**src/rtl/sqrt_axis_pkg.sv**
```systemverilog
// Shared types and constants for the iterative AXI4-Stream square-root core.
package sqrt_axis_pkg;

   // Controller states: wait for input, iterate, finalise, present result.
   typedef enum logic [1:0] {
      IDLE = 2'd0,
      CALC = 2'd1,
      FIN  = 2'd2,
      DONE = 2'd3
   } state_t;

   // Encodings for the ROUND parameter.
   localparam int ROUND_FLOOR   = 0;
   localparam int ROUND_NEAREST = 1;

   // Width of the iteration counter for a root of res_w bits.
   // A 1-bit root still needs a 1-bit counter.
   function automatic int counter_width(input int res_w);
      return (res_w > 1) ? $clog2(res_w) : 1;
   endfunction

endpackage

```
**src/rtl/sqrt_iter_step.sv**
```systemverilog
// One restoring digit-by-digit square-root iteration, purely combinational.
// Consumes one 2-bit digit of the radicand and produces one root bit.
module sqrt_iter_step #(
   parameter int RES_W = 8
) (
   input  logic [RES_W+1:0] rem_i,
   input  logic [RES_W-1:0] root_i,
   input  logic [1:0]       digit_i,
   output logic [RES_W+1:0] rem_o,
   output logic [RES_W-1:0] root_o
);

   logic [RES_W+1:0] rem_sh;
   logic [RES_W+1:0] trial;

   // Bring down the next digit pair and try subtracting (4*root + 1).
   // The remainder never exceeds 2*root, so the two bits shifted out are zero.
   always_comb begin
      rem_sh = (rem_i << 2) | {{RES_W{1'b0}}, digit_i};
      trial  = {root_i, 2'b01};
      if (rem_sh >= trial) begin
         rem_o  = rem_sh - trial;
         root_o = {root_i[RES_W-2:0], 1'b1};
      end else begin
         rem_o  = rem_sh;
         root_o = {root_i[RES_W-2:0], 1'b0};
      end
   end

endmodule

```
**src/rtl/sqrt_axis_iter.sv**
```systemverilog
// Iterative integer square root with AXI4-Stream input and output.
// One root bit per cycle; a single operation in flight; the output beat
// is held until accepted, and a new radicand may be taken on that same cycle.
module sqrt_axis_iter
   import sqrt_axis_pkg::*;
#(
   parameter  int DATA_W = 16,
   parameter  int ROUND  = ROUND_FLOOR,
   parameter  int USER_W = 1,
   localparam int RES_W  = DATA_W / 2
) (
   input  logic              aclk,
   input  logic              areset,
   input  logic              s_axis_tvalid,
   output logic              s_axis_tready,
   input  logic [DATA_W-1:0] s_axis_tdata,
   input  logic [USER_W-1:0] s_axis_tuser,
   output logic              m_axis_tvalid,
   input  logic              m_axis_tready,
   output logic [RES_W-1:0]  m_axis_tdata,
   output logic [RES_W:0]    m_axis_trem,
   output logic [USER_W-1:0] m_axis_tuser
);

   localparam int              CNT_W    = counter_width(RES_W);
   localparam logic [CNT_W-1:0] CNT_LAST = CNT_W'(RES_W - 1);
   localparam bit              RND_NEAR = (ROUND == ROUND_NEAREST);

   // Reject illegal parameterisations at elaboration time.
   generate
      if ((DATA_W % 2 != 0) || (DATA_W < 4)) begin : g_bad_data_w
         $error("sqrt_axis_iter: DATA_W must be even and >= 4");
      end
      if ((ROUND != ROUND_FLOOR) && (ROUND != ROUND_NEAREST)) begin : g_bad_round
         $error("sqrt_axis_iter: ROUND must be 0 (floor) or 1 (nearest)");
      end
   endgenerate

   state_t            state_q, state_d;
   logic [CNT_W-1:0]  cnt_q, cnt_d;
   logic [DATA_W-1:0] x_q, x_d;
   logic [RES_W+1:0]  rem_q, rem_d;
   logic [RES_W-1:0]  root_q, root_d;
   logic [USER_W-1:0] user_q, user_d;
   logic [RES_W-1:0]  tdata_q, tdata_d;
   logic [RES_W:0]    trem_q, trem_d;
   logic [USER_W-1:0] tuser_q, tuser_d;
   logic              tvalid_q, tvalid_d;

   logic [RES_W+1:0]  step_rem;
   logic [RES_W-1:0]  step_root;
   logic [RES_W-1:0]  root_fin;
   logic              s_ready;
   logic              s_fire;
   logic              m_fire;

   // The radicand register shifts left two bits per iteration, so its top
   // pair is always the digit for the current iteration.
   sqrt_iter_step #(
      .RES_W (RES_W)
   ) u_step (
      .rem_i   (rem_q),
      .root_i  (root_q),
      .digit_i (x_q[DATA_W-1 -: 2]),
      .rem_o   (step_rem),
      .root_o  (step_root)
   );

   // Round-to-nearest: the true root is closer to r+1 exactly when rem > r.
   always_comb begin
      root_fin = root_q;
      if (RND_NEAR && (rem_q > {2'b00, root_q}) && (root_q != '1)) begin
         root_fin = root_q + 1'b1;
      end
   end

   // Next-state and datapath control for the IDLE/CALC/FIN/DONE controller.
   always_comb begin
      // NOTE: every signal driven here gets a default first so that no path
      // through the case leaves it unassigned, which would infer a latch.
      state_d  = state_q;
      cnt_d    = cnt_q;
      x_d      = x_q;
      rem_d    = rem_q;
      root_d   = root_q;
      user_d   = user_q;
      tdata_d  = tdata_q;
      trem_d   = trem_q;
      tuser_d  = tuser_q;
      tvalid_d = tvalid_q;
      s_ready  = 1'b0;

      m_fire = tvalid_q & m_axis_tready;

      case (state_q)
         IDLE:    s_ready = 1'b1;
         DONE:    s_ready = m_axis_tready;
         default: s_ready = 1'b0;
      endcase
      s_fire = s_axis_tvalid & s_ready;

      case (state_q)
         CALC: begin
            x_d    = x_q << 2;
            rem_d  = step_rem;
            root_d = step_root;
            cnt_d  = cnt_q + 1'b1;
            if (cnt_q == CNT_LAST) begin
               state_d = FIN;
            end
         end
         FIN: begin
            tdata_d  = root_fin;
            trem_d   = rem_q[RES_W:0];
            tuser_d  = user_q;
            tvalid_d = 1'b1;
            state_d  = DONE;
         end
         DONE: begin
            if (m_fire) begin
               tvalid_d = 1'b0;
               state_d  = IDLE;
            end
         end
         default: ;
      endcase

      // Accepting a radicand (from IDLE, or overlapped with the DONE
      // handshake) always starts a fresh computation.
      if (s_fire) begin
         x_d     = s_axis_tdata;
         user_d  = s_axis_tuser;
         rem_d   = '0;
         root_d  = '0;
         cnt_d   = '0;
         state_d = CALC;
      end
   end

   // State and datapath registers with synchronous reset.
   always_ff @(posedge aclk) begin
      // NOTE: non-blocking assignments so every register samples the values
      // from before this edge, regardless of statement order.
      if (areset) begin
         state_q  <= IDLE;
         cnt_q    <= '0;
         x_q      <= '0;
         rem_q    <= '0;
         root_q   <= '0;
         user_q   <= '0;
         tdata_q  <= '0;
         trem_q   <= '0;
         tuser_q  <= '0;
         tvalid_q <= 1'b0;
      end else begin
         state_q  <= state_d;
         cnt_q    <= cnt_d;
         x_q      <= x_d;
         rem_q    <= rem_d;
         root_q   <= root_d;
         user_q   <= user_d;
         tdata_q  <= tdata_d;
         trem_q   <= trem_d;
         tuser_q  <= tuser_d;
         tvalid_q <= tvalid_d;
      end
   end

   // Hold off input while reset is asserted.
   assign s_axis_tready = s_ready & ~areset;
   assign m_axis_tvalid = tvalid_q;
   assign m_axis_tdata  = tdata_q;
   assign m_axis_trem   = trem_q;
   assign m_axis_tuser  = tuser_q;

endmodule

```
**config.mk**
```make
export PLATFORM = sky130hd
export DESIGN_NAME = sqrt_axis_iter
export DESIGN_NICKNAME = d
export VERILOG_FILES = /design/src/rtl/sqrt_axis_pkg.sv /design/src/rtl/sqrt_iter_step.sv /design/src/rtl/sqrt_axis_iter.sv
export SDC_FILE = /design/constraint.sdc
export NUM_CORES = 1
export LEC_CHECK = 0
export ABC_AREA = 1
export ABC_CLOCK_PERIOD_IN_PS = 2700
export CAP_MARGIN = 30
export CORE_ASPECT_RATIO = 1.2
export CORE_MARGIN = 3
export CORE_UTILIZATION = 40
export CTS_BUF_LIST = sky130_fd_sc_hd__clkbuf_16
export CTS_CLUSTER_DIAMETER = 50
export DETAILED_ROUTE_END_ITERATION = 10
export REMOVE_ABC_BUFFERS = 1
export SLEW_MARGIN = 10
export SYNTH_ARGS = -nofsm -noshare
export SYNTH_HDL_FRONTEND = slang
export SYNTH_SLANG_ARGS = --single-unit
export TNS_END_PERCENT = 1
```
**constraint.sdc**
```tcl
create_clock -name aclk -period 2.7 [get_ports aclk]
set_clock_uncertainty 0.2 [all_clocks]
set_input_delay 0.27 -clock aclk [delete_from_list [all_inputs] [get_ports aclk]]
set_output_delay 0.27 -clock aclk [all_outputs]
set_load 0.005 [all_outputs]
```
== After elaboration in Yosys (flattened, before gate mapping) ==
Cells that the tools add are included.

* Flip-flop bits (word level): 58
* Bits in latches: 0
* Bits in writable memories: 0
* Bits in read-only memories: 0
* Output and inout port bits: 20
* Memories kept: 0

* Add/sub/neg operators: 2
* Multipliers: 0
* Div/mod/pow operators: 0
* Magnitude comparators: 1
* Equality and inequality tests: 8
* Shift operators: 0
* Muxes and demuxes: 11
* Bitwise operators: 5
* Reduce and logical (&&, ||, !) cells: 9

{| class="wikitable"
|+ Operators with widths
! operator !! count
|-
| $mux W16 || 2
|-
| $ge A10 B10 Y1 || 1
|-
| $or A10 B2 Y10 || 1
|-
| $mux W9 || 1
|-
| $sub A9 B9 Y9 || 1
|-
| $ne A3 B3 Y1 const B || 2
|-
| $pmux W2 S3 || 1
|-
| $reduce_and A3 Y1 || 2
|-
| $eq A2 B2 Y1 const B || 2
|-
| $mux W2 || 2
|-
| $ne A2 B2 Y1 const B || 2
|-
| $pmux W1 S2 || 2
|-
| $reduce_bool A2 Y1 || 2
|-
| $reduce_bool A4 Y1 || 1
|-
| $add A3 B1 Y3 const B || 1
|-
| $and A1 B1 Y1 || 3
|-
| $eq A3 B3 Y1 const B || 1
|-
| $mux W1 || 3
|-
| $reduce_bool A3 Y1 || 1
|-
| $eq A2 B1 Y1 const B || 1
|-
| $logic_not A2 Y1 || 1
|-
| $reduce_and A2 Y1 || 1
|-
| $reduce_or A2 Y1 || 1
|-
| $not A1 Y1 || 1
|}

== Longest topological paths before layout ==
* Depth in word-level cells: 5
* Depth in mapped cells: 13
* Depth with buffers taken out: 13

== Modules after synthesis ==
A second synthesis with hierarchy kept.

* Cell total of the unflattened synthesis: 492
* Area total of the unflattened synthesis: 3326.9 sq um

{| class="wikitable"
|+ Modules (own cells, without submodules)
! module !! instances !! cells an instance !! area each (sq um)
|-
| sqrt_axis_iter || 1 || 344 || 2497.4
|-
| sqrt_iter_step || 1 || 148 || 829.5
|}

== Worst setup path before layout ==
OpenSTA, ideal clock, no wires.

* Path kind: register to register
* From: register root_q[5], in the netlist root_fin[5]
* To: register rem_q[0]
* Data arrival time: 1.595 ns
* Data required time: 2.387 ns
* Slack: 0.792 ns
* Stages on the path, launching flop included: 14
* Clock period less this slack: 1.908 ns
* Path through: dfxtp_1 inv_1 ha_1 nand2_1 nand2_1 nand3_1 nand2_4 nor2_4 nand2_4 buf_12 nand2_1 nand2_1 o21ai_1 inv_1

* Word-level cells in the longest chain between the ends: 2

{| class="wikitable"
|+ Ends and longest elaborated chain
! item !! RTL line !! RTL
|-
| start, declared || sqrt_axis_iter.sv:43 || <nowiki>logic [RES_W-1:0] root_q, root_d;</nowiki>
|-
| start signal, assigned || sqrt_axis_iter.sv:160 || <nowiki>root_q <= root_d;</nowiki>
|-
| $ge A10 B10 Y1 || sqrt_iter_step.sv:21 || <nowiki>if (rem_sh >= trial) begin</nowiki>
|-
| $mux W9 || sqrt_iter_step.sv:21 ||
|-
| end signal, assigned || sqrt_axis_iter.sv:159 || <nowiki>rem_q <= rem_d;</nowiki>
|-
| end, declared || sqrt_axis_iter.sv:42 || <nowiki>logic [RES_W+1:0] rem_q, rem_d;</nowiki>
|}

Every way passes these cells.
A chain may end at the register's enable or synchronous reset.

== Worst setup path in the final report ==
* From: register state_q[0]
* To: output port s_axis_tready

* Word-level cells in the longest chain between the ends: 3
* Elaborated cells on any way between the ends: 4
* Those cells by class: 1 x eq/ne; 1 x mux; 1 x bitwise; 1 x reduce/logical

{| class="wikitable"
|+ Ends and longest elaborated chain
! item !! RTL line !! RTL
|-
| start, declared || sqrt_axis_iter.sv:39 || <nowiki>state_t state_q, state_d;</nowiki>
|-
| start signal, assigned || sqrt_axis_iter.sv:156 || <nowiki>state_q <= state_d;</nowiki>
|-
| $eq A2 B2 Y1 or $logic_not A2 Y1 (tied branches) || sqrt_axis_iter.sv:95 || <nowiki>case (state_q)</nowiki>
|-
| $pmux W1 S2 (*) || sqrt_axis_iter.sv:95 ||
|-
| $and A1 B1 Y1 (*) || sqrt_axis_iter.sv:170 || <nowiki>assign s_axis_tready = s_ready & ~areset;</nowiki>
|-
| end, declared || sqrt_axis_iter.sv:15 || <nowiki>output logic s_axis_tready,</nowiki>
|}

Every way passes the cells marked *; elsewhere a longest branch is shown, timed or not.

==> run_results.csv <==
group,metric,value,unit
critical_path,startpoint_type,"flop",
routing,drt_iter0_drc,96,
sta,fmax,436.5,MHz
grt,antenna_found_initial,0,
grt,grt.total_usage,16.65,%
placed_design,dpl_cell_area,3438,um2
routing,drt_pass1_iterations,4,
floorplan,num_rows,33,
cts,cts_hold_buf,0,
synth,synth_area_leader_cell,"dfxtp_1",
cts,cts_tree,"done",
pwr,switching_share,44.20,%
synth,synth_top_flop_cell,"dfxtp_1",
grt,grt.overflow.total,0,
cts,clk_latency,330,ps
cts,post-cts-setup-buffers,0,
critical_path,critPathArrivalTime,1820,ps
synth,synth_cell_types,27,
placed_design,gp_congestion,0.8428,
synth,ys_top_cells_by_count,"77 x nand2_1, 58 x dfxtp_1, 48 x nor2_1",
synth,synth_edf_count,0,
cts,cts_buffers,9,
pwr,seq_power_share,25.0,%
run,maxCapViolations,0,
worst_hold_path,hold_depth,2,
synth,syn_area_per_cell,7.190,um2
sta,setup_viol,0,
critical_path,r2r_cells,12,
synth,synth_area,2977,um2
sta,rsz0062_at_grt,"no",
floorplan,die_w,84.75,um
synth,synth_top_area_share,39.01,%
final_layout,seq_area,1161,um2
pwr,combPwrFrac,52.5,%
cts,numClockSinks,58,
routing,vias_per_cell,5.004,
critical_path,worstPathRequired,2230,ps
worst_hold_path,min-delay-start,"cnt_q[1]",
floorplan,core_region_area,7019,um2
grt,grt_pass1_wl,11360,um
grt,met3_usage,4.088,%
cts,cts_resized,0,
final_layout,multi_input_area,1531,um2
final_layout,final_area,3725,um2
pwr,leakage,1.627,nW
worst_hold_path,hold_path_class,"flop to flop",
sta,whs,267.0,ps
final_layout,nNetsFinal,488,
pwr,clock_power_share,22.5,%
pwr,ir_worst_vdd,596.1,uV
critical_path,reg2reg_slack,610,ps
floorplan,initial_utilization,42.41,%
final_layout,n_antenna_cell,0,
synth,synth_seq_area_share,39.01,%
placed_design,io_buffer_count,40,
cts,cts_max_path_buffers,2,
pwr,internal-power,2.710,mW
final_layout,drive_gt1_share,10.09,%
grt,groute.layer.met2.usage,28.75,%
critical_path,path_buf_inv,3,
floorplan,die-area,8517,um2
routing,ant_nets,0,
worst_hold_path,hold_end,"cnt_q[1]",
synth,synth-warning-count,0,
synth,async_flop_share,0,%
critical_path,cp-end-kind,"primary output",
cts,cts_root_buf,"clkbuf_16",
grt,grt_pass1_vias,2561,
sta,fin_crit_sh,84.85,%
pwr,p_switching,2.147,mW
critical_path,crit_top_cell,"inv_1",
grt,grt_max_degree,38,
pwr,p_per_area,1304,nW/um2
critical_path,path_cells,"inv_1 -> ha_1 -> inv_1 -> nand2_1 -> nor2_1 -> clkdlybuf4s50_1",
critical_path,r2r-end,"rem_q[5]",
floorplan,die_height,100.5,um
critical_path,cpLargestDelayFamily,"buffers and inverters",
critical_path,r2r_start,"root_fin[1]",
critical_path,worst_path_largest_cell_delay,510,ps
critical_path,worstSetupPathType,"flop to primary output",
synth,synth-seq-cells,58,
cts,clk_pin_slew_worst_paths,50,ps
critical_path,cp_max_fo,4,
sta,post-route-min-period,2291,ps
synth,synthMostInstantiatedCell,"nand2_1",
routing,vias,2717,
final_layout,synthToLayoutAreaGrowth,25.14,%
sta,hold_viol,0,
floorplan,pin_count,41,
sta,max-slew-margin-rel,70.33,%
status,status,"complete, no violations",
grt,grt.busiest_layer,"met2",
routing,wl,6764,um
critical_path,critPathSlowestCell,"clkdlybuf4s50_1",
synth,ys_top_cells_by_area,"dfxtp_1 39%, nand2_1 9.7%, ha_1 6.7%, nand3_1 6.4%, a21oi_1 6.1%",
final_layout,fillers,704,
cts,htree_num_levels,3,
grt,grt_util_met1,19.54,%
sta,slew_violations,0,
synth,syn_inst,414,
routing,routedWlPerCell,12.46,um
routing,drc,0,
sta,tightest_slew,444.5,ps
placed_design,dpl.hpwl,4714,um
[routing by layer]
metal | wire, um | share of wire [%]
met1 | 3150 | 47
met2 | 3185 | 47
met3 | 282 | 4.2
met4 | 146 | 2.2
met5 | 0 | 0
[tightest hold or removal path: cells and delay by family (launching register included)]
kind	cells	cell delay [ps]
flops	1	310
simple gates	1	60
compound gates	1	50
[layout make-up]
cell class	count	share of cell area, %
clock inverters	7	1.646
repair buffers	48	12.36
inverters	47	4.736
well taps	87	2.922
flip-flops and latches	58	31.17
multi-input cells	287	41.12
clock buffers	9	6.046
[cells by family (layout without fill, tap and decap cells)]
family                     count (synthesis)  count (layout)  share of synthesized area, %
AOI/OAI and AO/OA                         83              83                         15.38
xor gates and xnor gates                   2               2                        0.5886
adders and majority gates                 16              16                         6.725
buffers and inverters                     69             111                         9.542
DFF                                       58              58                         39.01
and+or+nand+nor                          186             186                         28.75
[power groups by stage]
| stage | logic, mW | clock network [mW] | registers [mW] |
|---|---|---|---|
| global placement | 2.55 | 0 | 1.23 |
| detailed placement | 2.56 | 0 | 1.23 |
| CTS | 2.58 | 1.12 | 1.22 |
| global route | 2.87 | 1.15 | 1.24 |
| floorplan | 1.90 | 0 | 1.20 |
| finish | 2.55 | 1.09 | 1.21 |
[placed cells by master, fill, tap and decap left out]
cell type / count
clkinvlp_4: 2
bufinv_16: 1
clkbuf_16: 9
a211oi_1: 2
nor2_1: 48
xor2_1: 1
nand2_2: 6
nand2_1: 77
o21ai_0: 25
nor2_4: 3
clkinv_2: 1
dfxtp_1: 58
xnor2_1: 1
nand3_1: 38
inv_1: 48
o21ai_1: 2
nand4_1: 3
and2_1: 1
a21oi_2: 6
nand2_4: 3
clkdlybuf4s50_1: 40
buf_4: 8
nand3_4: 1
nand3_2: 3
a31oi_1: 12
ha_1: 16
a21oi_1: 36
clkinv_1: 2
nor2_2: 3
[registers in the layout, summed over array words and instances (netlist names)]
name           cells
m_axis_tvalid      1
cnt_q              3
user_q             1
m_axis_trem        9
state_q            2
m_axis_tdata       8
root_fin           8
rem_q              9
m_axis_tuser       1
x_q               16
[worst max-delay path by stage]
stage	startpoint	endpoint	slack (ps)	cells past startpoint
6_report	state_q[0]	s_axis_tready	410	6
5_1_grt	state_q[0]	s_axis_tready	280	6
4_1_cts	state_q[0]	s_axis_tready	390	6
3_5_place_dp	root_fin[4]	rem_q[2]	650	13
3_3_place_gp	m_axis_tready	s_axis_tready	650	6
2_1_floorplan	state_q[1]	state_q[0]	-230	9
[through the flow]
step,TNS (ps),utilization [%],setup WS [ps],power [mW],std cells
detailed placement,0,48.98,650.1,3.787,527
CTS,0,53.07,392.9,4.913,543
floorplan,-308.4,-,-229.7,3.107,392
global route,0,53.07,280.5,5.271,543
global placement,0,48.98,653.5,3.781,527
finish,0,53.07,408.9,4.856,543
Power figures use the tool's default switching activity.
